$ cat src/rtl/apb_pkg.sv
// Shared APB definitions: transfer state encoding and default bus widths.
// Imported by the requester, its interface and any slave models.
package apb_pkg;

    localparam int unsigned APB_ADDR_W = 32;
    localparam int unsigned APB_DATA_W = 8;

    typedef enum logic [1:0] {
        IDLE   = 2'd0,
        SETUP  = 2'd1,
        ACCESS = 2'd2
    } apb_state_t;

endpackage : apb_pkg

$ cat src/rtl/apb_master_if.sv
// Command/response handshake plus APB bus signals for the apb_master block.
// Modports:
//   master - the requester's view (drives cmd_ready, rsp_*, psel/penable/pwrite/paddr/pwdata)
//   slave  - the sequencer/peripheral view (drives cmd_*, prdata, pready, pslverr)
interface apb_master_if #(
    parameter int unsigned ADDR_W = apb_pkg::APB_ADDR_W,
    parameter int unsigned DATA_W = apb_pkg::APB_DATA_W
);

    // local command side
    logic              cmd_valid;
    logic              cmd_ready;
    logic              cmd_write;
    logic [ADDR_W-1:0] cmd_addr;
    logic [DATA_W-1:0] cmd_wdata;

    // response pulse
    logic              rsp_valid;
    logic [DATA_W-1:0] rsp_rdata;
    logic              rsp_err;
    logic              rsp_timeout;

    // APB
    logic              psel;
    logic              penable;
    logic              pwrite;
    logic [ADDR_W-1:0] paddr;
    logic [DATA_W-1:0] pwdata;
    logic [DATA_W-1:0] prdata;
    logic              pready;
    logic              pslverr;

    modport master (
        input  cmd_valid, cmd_write, cmd_addr, cmd_wdata,
        output cmd_ready,
        output rsp_valid, rsp_rdata, rsp_err, rsp_timeout,
        output psel, penable, pwrite, paddr, pwdata,
        input  prdata, pready, pslverr
    );

    modport slave (
        output cmd_valid, cmd_write, cmd_addr, cmd_wdata,
        input  cmd_ready,
        input  rsp_valid, rsp_rdata, rsp_err, rsp_timeout,
        input  psel, penable, pwrite, paddr, pwdata,
        output prdata, pready, pslverr
    );

endinterface : apb_master_if

$ cat src/rtl/apb_wait_timer.sv
// Saturating ACCESS wait-state counter.
// Ports: clk, rst_n (async active-low), clear (restart count), inc (one more
// wait cycle), expired (this inc is the TIMEOUT-th consecutive wait cycle).
// TIMEOUT = 0 disables expiry.
module apb_wait_timer #(
    parameter int unsigned TIMEOUT = 16
) (
    input  logic clk,
    input  logic rst_n,
    input  logic clear,
    input  logic inc,
    output logic expired
);

    localparam int unsigned CNT_W = (TIMEOUT == 0) ? 1 : $clog2(TIMEOUT + 1);
    localparam int unsigned LAST  = (TIMEOUT == 0) ? 0 : TIMEOUT - 1;

    logic [CNT_W-1:0] count;

    // Counts up to TIMEOUT and holds there until the next clear.
    always_ff @(posedge clk or negedge rst_n) begin
        if (!rst_n) begin
            count <= '0;
        end else if (clear) begin
            count <= '0;
        end else if (inc && (count != CNT_W'(TIMEOUT))) begin
            count <= count + CNT_W'(1);
        end
    end

    // Fires on the edge that would bring the count to TIMEOUT.
    assign expired = (TIMEOUT != 0) && inc && (count == CNT_W'(LAST));

endmodule : apb_wait_timer

$ cat src/rtl/apb_master.sv
// Single-outstanding APB requester: accepts one local command, runs an APB
// SETUP/ACCESS transfer and returns a one-cycle response pulse, aborting
// with rsp_timeout if the slave holds pready low for TIMEOUT ACCESS cycles.
// Ports: pclk, prst (async active-low), bus (apb_master_if.master: cmd_*,
// rsp_*, psel/penable/pwrite/paddr/pwdata, prdata/pready/pslverr).
module apb_master
    import apb_pkg::*;
#(
    parameter int unsigned ADDR_W  = APB_ADDR_W,
    parameter int unsigned DATA_W  = APB_DATA_W,
    parameter int unsigned TIMEOUT = 16
) (
    input  logic          pclk,
    input  logic          prst,
    apb_master_if.master  bus
);

    apb_state_t state, next_state;

    logic accept_c;
    logic complete_c;
    logic abort_c;
    logic wait_inc;
    logic timer_expired;

    logic              cmd_ready_q;
    logic              psel_q;
    logic              penable_q;
    logic              pwrite_q;
    logic [ADDR_W-1:0] paddr_q;
    logic [DATA_W-1:0] pwdata_q;
    logic              rsp_valid_q;
    logic [DATA_W-1:0] rsp_rdata_q;
    logic              rsp_err_q;
    logic              rsp_timeout_q;

    // State register
    always_ff @(posedge pclk or negedge prst) begin
        if (!prst) begin
            state <= IDLE;
        end else begin
            state <= next_state;
        end
    end

    // Next-state and transfer events
    always_comb begin
        next_state = state;
        accept_c   = 1'b0;
        complete_c = 1'b0;
        abort_c    = 1'b0;
        unique case (state)
            IDLE: begin
                if (bus.cmd_valid && cmd_ready_q) begin
                    accept_c   = 1'b1;
                    next_state = SETUP;
                end
            end
            SETUP: begin
                next_state = ACCESS;
            end
            ACCESS: begin
                // completion wins over a timeout on the same edge
                if (bus.pready) begin
                    complete_c = 1'b1;
                    next_state = IDLE;
                end else if (timer_expired) begin
                    abort_c    = 1'b1;
                    next_state = IDLE;
                end
            end
            default: begin
                next_state = IDLE;
            end
        endcase
    end

    assign wait_inc = (state == ACCESS) && !bus.pready;

    apb_wait_timer #(
        .TIMEOUT (TIMEOUT)
    ) u_wait_timer (
        .clk     (pclk),
        .rst_n   (prst),
        .clear   (accept_c),
        .inc     (wait_inc),
        .expired (timer_expired)
    );

    // Control outputs are registered from the next state so they line up with it.
    always_ff @(posedge pclk or negedge prst) begin
        if (!prst) begin
            cmd_ready_q <= 1'b0;
            psel_q      <= 1'b0;
            penable_q   <= 1'b0;
        end else begin
            cmd_ready_q <= (next_state == IDLE);
            psel_q      <= (next_state != IDLE);
            penable_q   <= (next_state == ACCESS);
        end
    end

    // Transfer attributes held from accept until the next accept.
    always_ff @(posedge pclk or negedge prst) begin
        if (!prst) begin
            pwrite_q <= 1'b0;
            paddr_q  <= '0;
            pwdata_q <= '0;
        end else if (accept_c) begin
            pwrite_q <= bus.cmd_write;
            paddr_q  <= bus.cmd_addr;
            pwdata_q <= bus.cmd_wdata;
        end
    end

    // Response fields are zero outside the one-cycle pulse.
    always_ff @(posedge pclk or negedge prst) begin
        if (!prst) begin
            rsp_valid_q   <= 1'b0;
            rsp_rdata_q   <= '0;
            rsp_err_q     <= 1'b0;
            rsp_timeout_q <= 1'b0;
        end else begin
            rsp_valid_q   <= complete_c || abort_c;
            rsp_err_q     <= (complete_c && bus.pslverr) || abort_c;
            rsp_timeout_q <= abort_c;
            rsp_rdata_q   <= (complete_c && !pwrite_q && !bus.pslverr) ? bus.prdata : '0;
        end
    end

    assign bus.cmd_ready   = cmd_ready_q;
    assign bus.psel        = psel_q;
    assign bus.penable     = penable_q;
    assign bus.pwrite      = pwrite_q;
    assign bus.paddr       = paddr_q;
    assign bus.pwdata      = pwdata_q;
    assign bus.rsp_valid   = rsp_valid_q;
    assign bus.rsp_rdata   = rsp_rdata_q;
    assign bus.rsp_err     = rsp_err_q;
    assign bus.rsp_timeout = rsp_timeout_q;

endmodule : apb_master

$ cat src/flat_wrapper.sv
// flat-port wrapper written by rule: the top's interface ports become plain ports
module apb_master_flat import apb_pkg::*;
#(
    parameter int unsigned ADDR_W  = APB_ADDR_W,
    parameter int unsigned DATA_W  = APB_DATA_W,
    parameter int unsigned TIMEOUT = 16
)
  (pclk, prst, bus_cmd_valid, bus_cmd_write, bus_cmd_addr, bus_cmd_wdata, bus_cmd_ready, bus_rsp_valid, bus_rsp_rdata, bus_rsp_err, bus_rsp_timeout, bus_psel, bus_penable, bus_pwrite, bus_paddr, bus_pwdata, bus_prdata, bus_pready, bus_pslverr);
  apb_master_if #(.ADDR_W(ADDR_W), .DATA_W(DATA_W)) bus_i ();
  input  logic pclk;
  input  logic prst;
  input wire logic [$bits(bus_i.cmd_valid)-1:0] bus_cmd_valid;
  input wire logic [$bits(bus_i.cmd_write)-1:0] bus_cmd_write;
  input wire logic [$bits(bus_i.cmd_addr)-1:0] bus_cmd_addr;
  input wire logic [$bits(bus_i.cmd_wdata)-1:0] bus_cmd_wdata;
  output wire logic [$bits(bus_i.cmd_ready)-1:0] bus_cmd_ready;
  output wire logic [$bits(bus_i.rsp_valid)-1:0] bus_rsp_valid;
  output wire logic [$bits(bus_i.rsp_rdata)-1:0] bus_rsp_rdata;
  output wire logic [$bits(bus_i.rsp_err)-1:0] bus_rsp_err;
  output wire logic [$bits(bus_i.rsp_timeout)-1:0] bus_rsp_timeout;
  output wire logic [$bits(bus_i.psel)-1:0] bus_psel;
  output wire logic [$bits(bus_i.penable)-1:0] bus_penable;
  output wire logic [$bits(bus_i.pwrite)-1:0] bus_pwrite;
  output wire logic [$bits(bus_i.paddr)-1:0] bus_paddr;
  output wire logic [$bits(bus_i.pwdata)-1:0] bus_pwdata;
  input wire logic [$bits(bus_i.prdata)-1:0] bus_prdata;
  input wire logic [$bits(bus_i.pready)-1:0] bus_pready;
  input wire logic [$bits(bus_i.pslverr)-1:0] bus_pslverr;
  assign bus_i.cmd_valid = bus_cmd_valid;
  assign bus_i.cmd_write = bus_cmd_write;
  assign bus_i.cmd_addr = bus_cmd_addr;
  assign bus_i.cmd_wdata = bus_cmd_wdata;
  assign bus_cmd_ready = bus_i.cmd_ready;
  assign bus_rsp_valid = bus_i.rsp_valid;
  assign bus_rsp_rdata = bus_i.rsp_rdata;
  assign bus_rsp_err = bus_i.rsp_err;
  assign bus_rsp_timeout = bus_i.rsp_timeout;
  assign bus_psel = bus_i.psel;
  assign bus_penable = bus_i.penable;
  assign bus_pwrite = bus_i.pwrite;
  assign bus_paddr = bus_i.paddr;
  assign bus_pwdata = bus_i.pwdata;
  assign bus_i.prdata = bus_prdata;
  assign bus_i.pready = bus_pready;
  assign bus_i.pslverr = bus_pslverr;
  apb_master #(.ADDR_W(ADDR_W), .DATA_W(DATA_W), .TIMEOUT(TIMEOUT)) u_core (.pclk(pclk), .prst(prst), .bus(bus_i));
endmodule
$ cat config.mk
export PLATFORM = sky130hd
export DESIGN_NAME = apb_master_flat
export DESIGN_NICKNAME = d
export VERILOG_FILES = /design/src/rtl/apb_pkg.sv /design/src/rtl/apb_master_if.sv /design/src/rtl/apb_wait_timer.sv /design/src/rtl/apb_master.sv /design/src/flat_wrapper.sv
export SDC_FILE = /design/constraint.sdc
export NUM_CORES = 1
export LEC_CHECK = 0
export BUFFER_PORTS_ARGS = -buffer_cell sky130_fd_sc_hd__buf_2
export CAP_MARGIN = 15
export CORE_MARGIN = 8
export CORE_UTILIZATION = 40
export DETAILED_ROUTE_END_ITERATION = 16
export PLACE_DENSITY_LB_ADDON = 0.1
export SLEW_MARGIN = 0
export SYNTH_ARGS = -nofsm -noshare
export SYNTH_HDL_FRONTEND = slang
export SYNTH_SLANG_ARGS = --single-unit
$ cat constraint.sdc
create_clock -name pclk -period 4.35 [get_ports pclk]
set_input_delay 1.0875 -clock pclk [delete_from_list [all_inputs] [get_ports pclk]]
set_output_delay 1.0875 -clock pclk [all_outputs]
set_load 0.02 [all_outputs]
== After elaboration in Yosys (flattened, before gate mapping) ==
Index checks and enable logic that the tools add are counted.
Widths: inputs -> output; s select.

* Bits in registers: 62
* Bits of input ports: 54
* Output and inout bits: 55
* Word-level logic and storage cells: 48

* $add $sub $neg: 1
* Equal/unequal tests: 5
* Multiplexer cells: 14
* Reductions and logical operators: 16

{| class="wikitable"
|+ Operator list
! cell !! count
|-
| $mux 5 || 2
|-
| $mux 8 || 1
|-
| $logic_and 1x1->1 || 7
|-
| $mux 1 || 7
|-
| $mux 2 || 3
|-
| $pmux 2 s3 || 1
|-
| $add 5x1->5 const B || 1
|-
| $eq 5x4->1 const B || 1
|-
| $ne 5x5->1 const B || 1
|-
| $eq 2x2->1 const B || 2
|-
| $logic_not 2->1 || 2
|-
| $reduce_bool 2->1 || 2
|-
| $logic_not 1->1 || 3
|-
| $eq 2x1->1 const B || 1
|-
| $logic_or 1x1->1 || 2
|}

== Longest topological paths before layout ==
* Word-level depth: 7
* Mapped depth: 6
* Gate-level depth less buffers: 6

== Modules after synthesis ==
Synthesis repeated with hierarchy kept, for this count alone.

* Cell total of the unflattened synthesis: 161
* Area, all modules: 2,581.2 sq um

{| class="wikitable"
|+ Modules (own cells, without submodules)
! module !! times used !! cells each !! area an instance (sq um) !! sequential area each (sq um)
|-
| apb_master || 1 || 131 || 2,284.7 || 1,426.4
|-
| apb_wait_timer || 1 || 30 || 296.5 || 125.1
|}

== Worst setup path after synthesis ==
OpenSTA, ideal clock, no wires.

* Path kind: input -> register
* From: input bus_pready
* To: register u_core.u_wait_timer.count[3]
* Setup time: 0.077 ns
* Arrival: 1.929 ns
* Required time: 4.273 ns
* Slack: 2.344 ns
* Stages: 3
* Buffers on the path: 0
* Cell sequence: or3b_1 -> or3_1 -> a21oi_1

* Cells in the longest elaborated chain, start to end: 4

{| class="wikitable"
|+ RTL lines
! what !! line !! source
|-
| start: declaration || flat_wrapper.sv:27 || <nowiki>input wire logic [$bits(bus_i.pready)-1:0] bus_pready;</nowiki>
|-
| $logic_not 1->1 || apb_master.sv:78 || <nowiki>assign wait_inc = (state == ACCESS) && !bus.pready;</nowiki>
|-
| $logic_and 1x1->1 || apb_master.sv:78 ||
|-
| $logic_and 1x1->1 || apb_wait_timer.sv:26 || <nowiki>end else if (inc && (count != CNT_W'(TIMEOUT))) begin</nowiki>
|-
| $reduce_bool 2->1 (no line) || n/a ||
|-
| end signal: assignment || apb_wait_timer.sv:27 || <nowiki>count <= count + CNT_W'(1);</nowiki>
|-
| end: declaration || apb_wait_timer.sv:18 || <nowiki>logic [CNT_W-1:0] count;</nowiki>
|}

No other way between the ends.
A chain may end at the register's enable or synchronous reset.

== Worst setup path in the final report ==
* From: register u_core.pwrite_q, in the netlist u_core.bus.pwrite
* To: output bus_pwrite

{| class="wikitable"
|+ RTL lines
! what !! line !! source
|-
| start: declaration || apb_master.sv:29 || <nowiki>logic pwrite_q;</nowiki>
|-
| start signal: assignment || apb_master.sv:110 || <nowiki>pwrite_q <= bus.cmd_write;</nowiki>
|-
| end: declaration || flat_wrapper.sv:23 || <nowiki>output wire logic [$bits(bus_i.pwrite)-1:0] bus_pwrite;</nowiki>
|}

No word-level cell between the ends.

==> metrics.txt <==
outcome=finished clean; Die H=93.11 µm; worst setup path category=reg2out; syn_nets=298; setup bufs post-CTS=0; Clk pwr share=19.7%; number of buffers added on ports=108; vias in the first global route=1,983; # setup viols final=0; most common cell in the netlist=nand2_1; DRT iter0 DRCs=71; Die W=93.11 µm; Relative slew margins=43.76%; Final WS setup=2317 ps; I/O pins=109; Comb power frac=39.5%; FF/Latch Area=1551 µm²; GR Overflow Total=0; final core utilization=54.02%; H-tree depth=3; Post-CTS Hold Fix Bufs=0; Pins Over Slew Limit=0; Final TNS setup=0 ps; first-pass GRT wire length=9.508 mm; area leader, netlist=dfrtp_1; area occupied by multi-input gates=777.0 µm²; Pleak=1.836 nW; CP required=3260 ps; largest stage delay on the critical path=420 ps; clock root buffer=clkbuf_8; Critical Path Sink Type=output pin; DRT Wirelength=5.900 mm; YS warnings=0; Post-Syn Instances=241; crit path DAT=950 ps; Max Cap Viol=0; critical path's top delay family=flip-flops; clock latency on the worst-skew pair=320 ps; synth top area cells=dfrtp_1, nand2_1, and2_1; core area=5851 µm²; pre-CTS setup slack=2133 ps; Flop pwr share=40.8%; Bufs and invs on worst path=1; first drt pass iteration count=4; GP Congestion=0.7105; fillers=575; register clock-pin slew on the reported worst setup and hold paths=60 ps; min cycle time layout=2033 ps; Worst setup SP type=flip-flop; WL/cell=13.66 µm; Peak VDD IR=0.2999 mV; all-layer global routing usage=14.07%; Sw Ratio=40.81%; area of the die=8669 µm²; share of the synthesized area in the top cell type=65.23%; crit path cell chain=buf_2; RSZ-0062 raised after global routing=false; DRC Markers=0; Seq/Total Area, Yosys=65.23%; antenna-violating nets left=0; flip-flop and latch count after synthesis=62; Post-synth EDFFs=0; Max Buffers Root-to-Sink=2; Switch Pwr=0.9102 mW; fmax=0.4918 GHz; DR vias=1,948; cell area after synthesis=2379 µm²; Commonest cells post-synth=nand2_1, dfrtp_1, and2_1; nets=410; internal power=1.320 mW; fraction of layout cells with a size suffix above 1=35.29%; Num CTS Buffers=9; vias per cell=4.509; largest fanout on the critical path=3; Power Density=705.8 nW/µm²; ys async rst share=100.0%; Worst-Margin Slew=843.7 ps; Top FF cell, synth=dfrtp_1; initial antenna violation count=0; Diodes inserted=0; clock sink total=62; Worst Clk Skew=5.592 ps; Hold Path Class=reg2reg; num rows=28; fin crit share=46.74%; post-synth cell types=27; Syn Area/Cell=9.869 µm²; Fin. Hold Viols=0; Initial Utilization=40.65%; post-DP HPWL=4.185 mm; largest net degree at the start of global routing=47; Area Growth Syn to Fin=32.88%; post_cts resized=0; CTS tree=done; slowest CP cell=dfrtp_1
==> layout make-up <==
type                            instances  share of cell area [%]
Inverter                                4                  0.4751
Clock inverter                          1                  0.1584
Multi-Input combinational cell        166                   24.58
Tap cell                               75                   2.969
Timing Repair Buffer                  110                   17.58
Sequential cell                        62                   49.09
Clock buffer                           14                   5.146
==> power groups by stage <==
stage | Combinational, mW | Sequential (mW) | Clock (mW)
CTS | 0.903 | 0.915 | 0.451
global route | 0.985 | 0.941 | 0.473
finish | 0.882 | 0.910 | 0.439
detailed placement | 0.904 | 0.919 | 0
floorplan | 0.324 | 1.17 | 0
global placement | 0.891 | 0.920 | 0
==> cells in the final DEF, fill, tap and decap left out, types with 2 or more instances in the layout <==
cell type and instances:
and2_1 9, nor2_1 3, o31ai_1 2, o21ai_0 4, buf_2 108, clkbuf_1 3
nand2_1 124, nand3_1 4, buf_4 2, dfrtp_1 62, ha_1 3, inv_1 3
clkbuf_8 11, a21oi_1 3
==> flip-flops by register name, indices dropped and copies added (netlist names) <==
name	flops
u_core.bus.cmd_ready	1
u_core.bus.paddr	32
u_core.bus.penable	1
u_core.bus.psel	1
u_core.bus.pwdata	8
u_core.bus.pwrite	1
u_core.bus.rsp_err	1
u_core.bus.rsp_rdata	8
u_core.bus.rsp_timeout	1
u_core.bus.rsp_valid	1
u_core.state	2
u_core.u_wait_timer.count	5
==> cells by family (layout without fill, tap and decap cells) <==
family,after synthesis,count (layout),synth area share [%]
AOI/OAI and AO/OA,11,11,2.683
and+or+nand+nor,151,151,27.78
muxes,1,1,0.4208
DFF,62,62,65.23
buffers and inverters,13,129,2.314
adders and majority gates,3,3,1.578
==> per-layer routing <==
layer	GRT usage, %	part of all wire (%)
met5	0	0
met4	7.651	1.9
met3	5.609	7.7
met2	22.19	48
met1	16.06	42
==> worst paths after layout <==
kind / from / end / slack (ps) / depth (start not counted)
max in group asynchronous: prst / u_core.bus.paddr[13]$_DFFE_PN0P_ / 2640 / 2
worst max register to register: u_core.u_wait_timer.count[0]$_DFFE_PN0P_ / u_core.bus.psel$_DFF_PN0_ / 2690 / 5
min in group asynchronous: prst / u_core.bus.paddr[2]$_DFFE_PN0P_ / 860 / 1
worst max-delay path: u_core.bus.pwrite$_DFFE_PN0P_ / bus_pwrite / 2320 / 1
worst min-delay path: u_core.bus.paddr[16]$_DFFE_PN0P_ / u_core.bus.paddr[16]$_DFFE_PN0P_ / 470 / 2
worst min register to register: u_core.bus.paddr[16]$_DFFE_PN0P_ / u_core.bus.paddr[16]$_DFFE_PN0P_ / 470 / 2
==> metrics by stage <==
step	hold slack [ps]	power [mW]	area, µm²	instances
6_report	466.3	2.231	3161	432
3_5_place_dp	457.1	1.823	2993	417
2_1_floorplan	494.3	1.489	2379	241
5_1_grt	488.1	2.399	3161	432
4_1_cts	473.7	2.269	3161	432
3_3_place_gp	451.8	1.810	2993	417
Power figures use the tool's default switching activity.
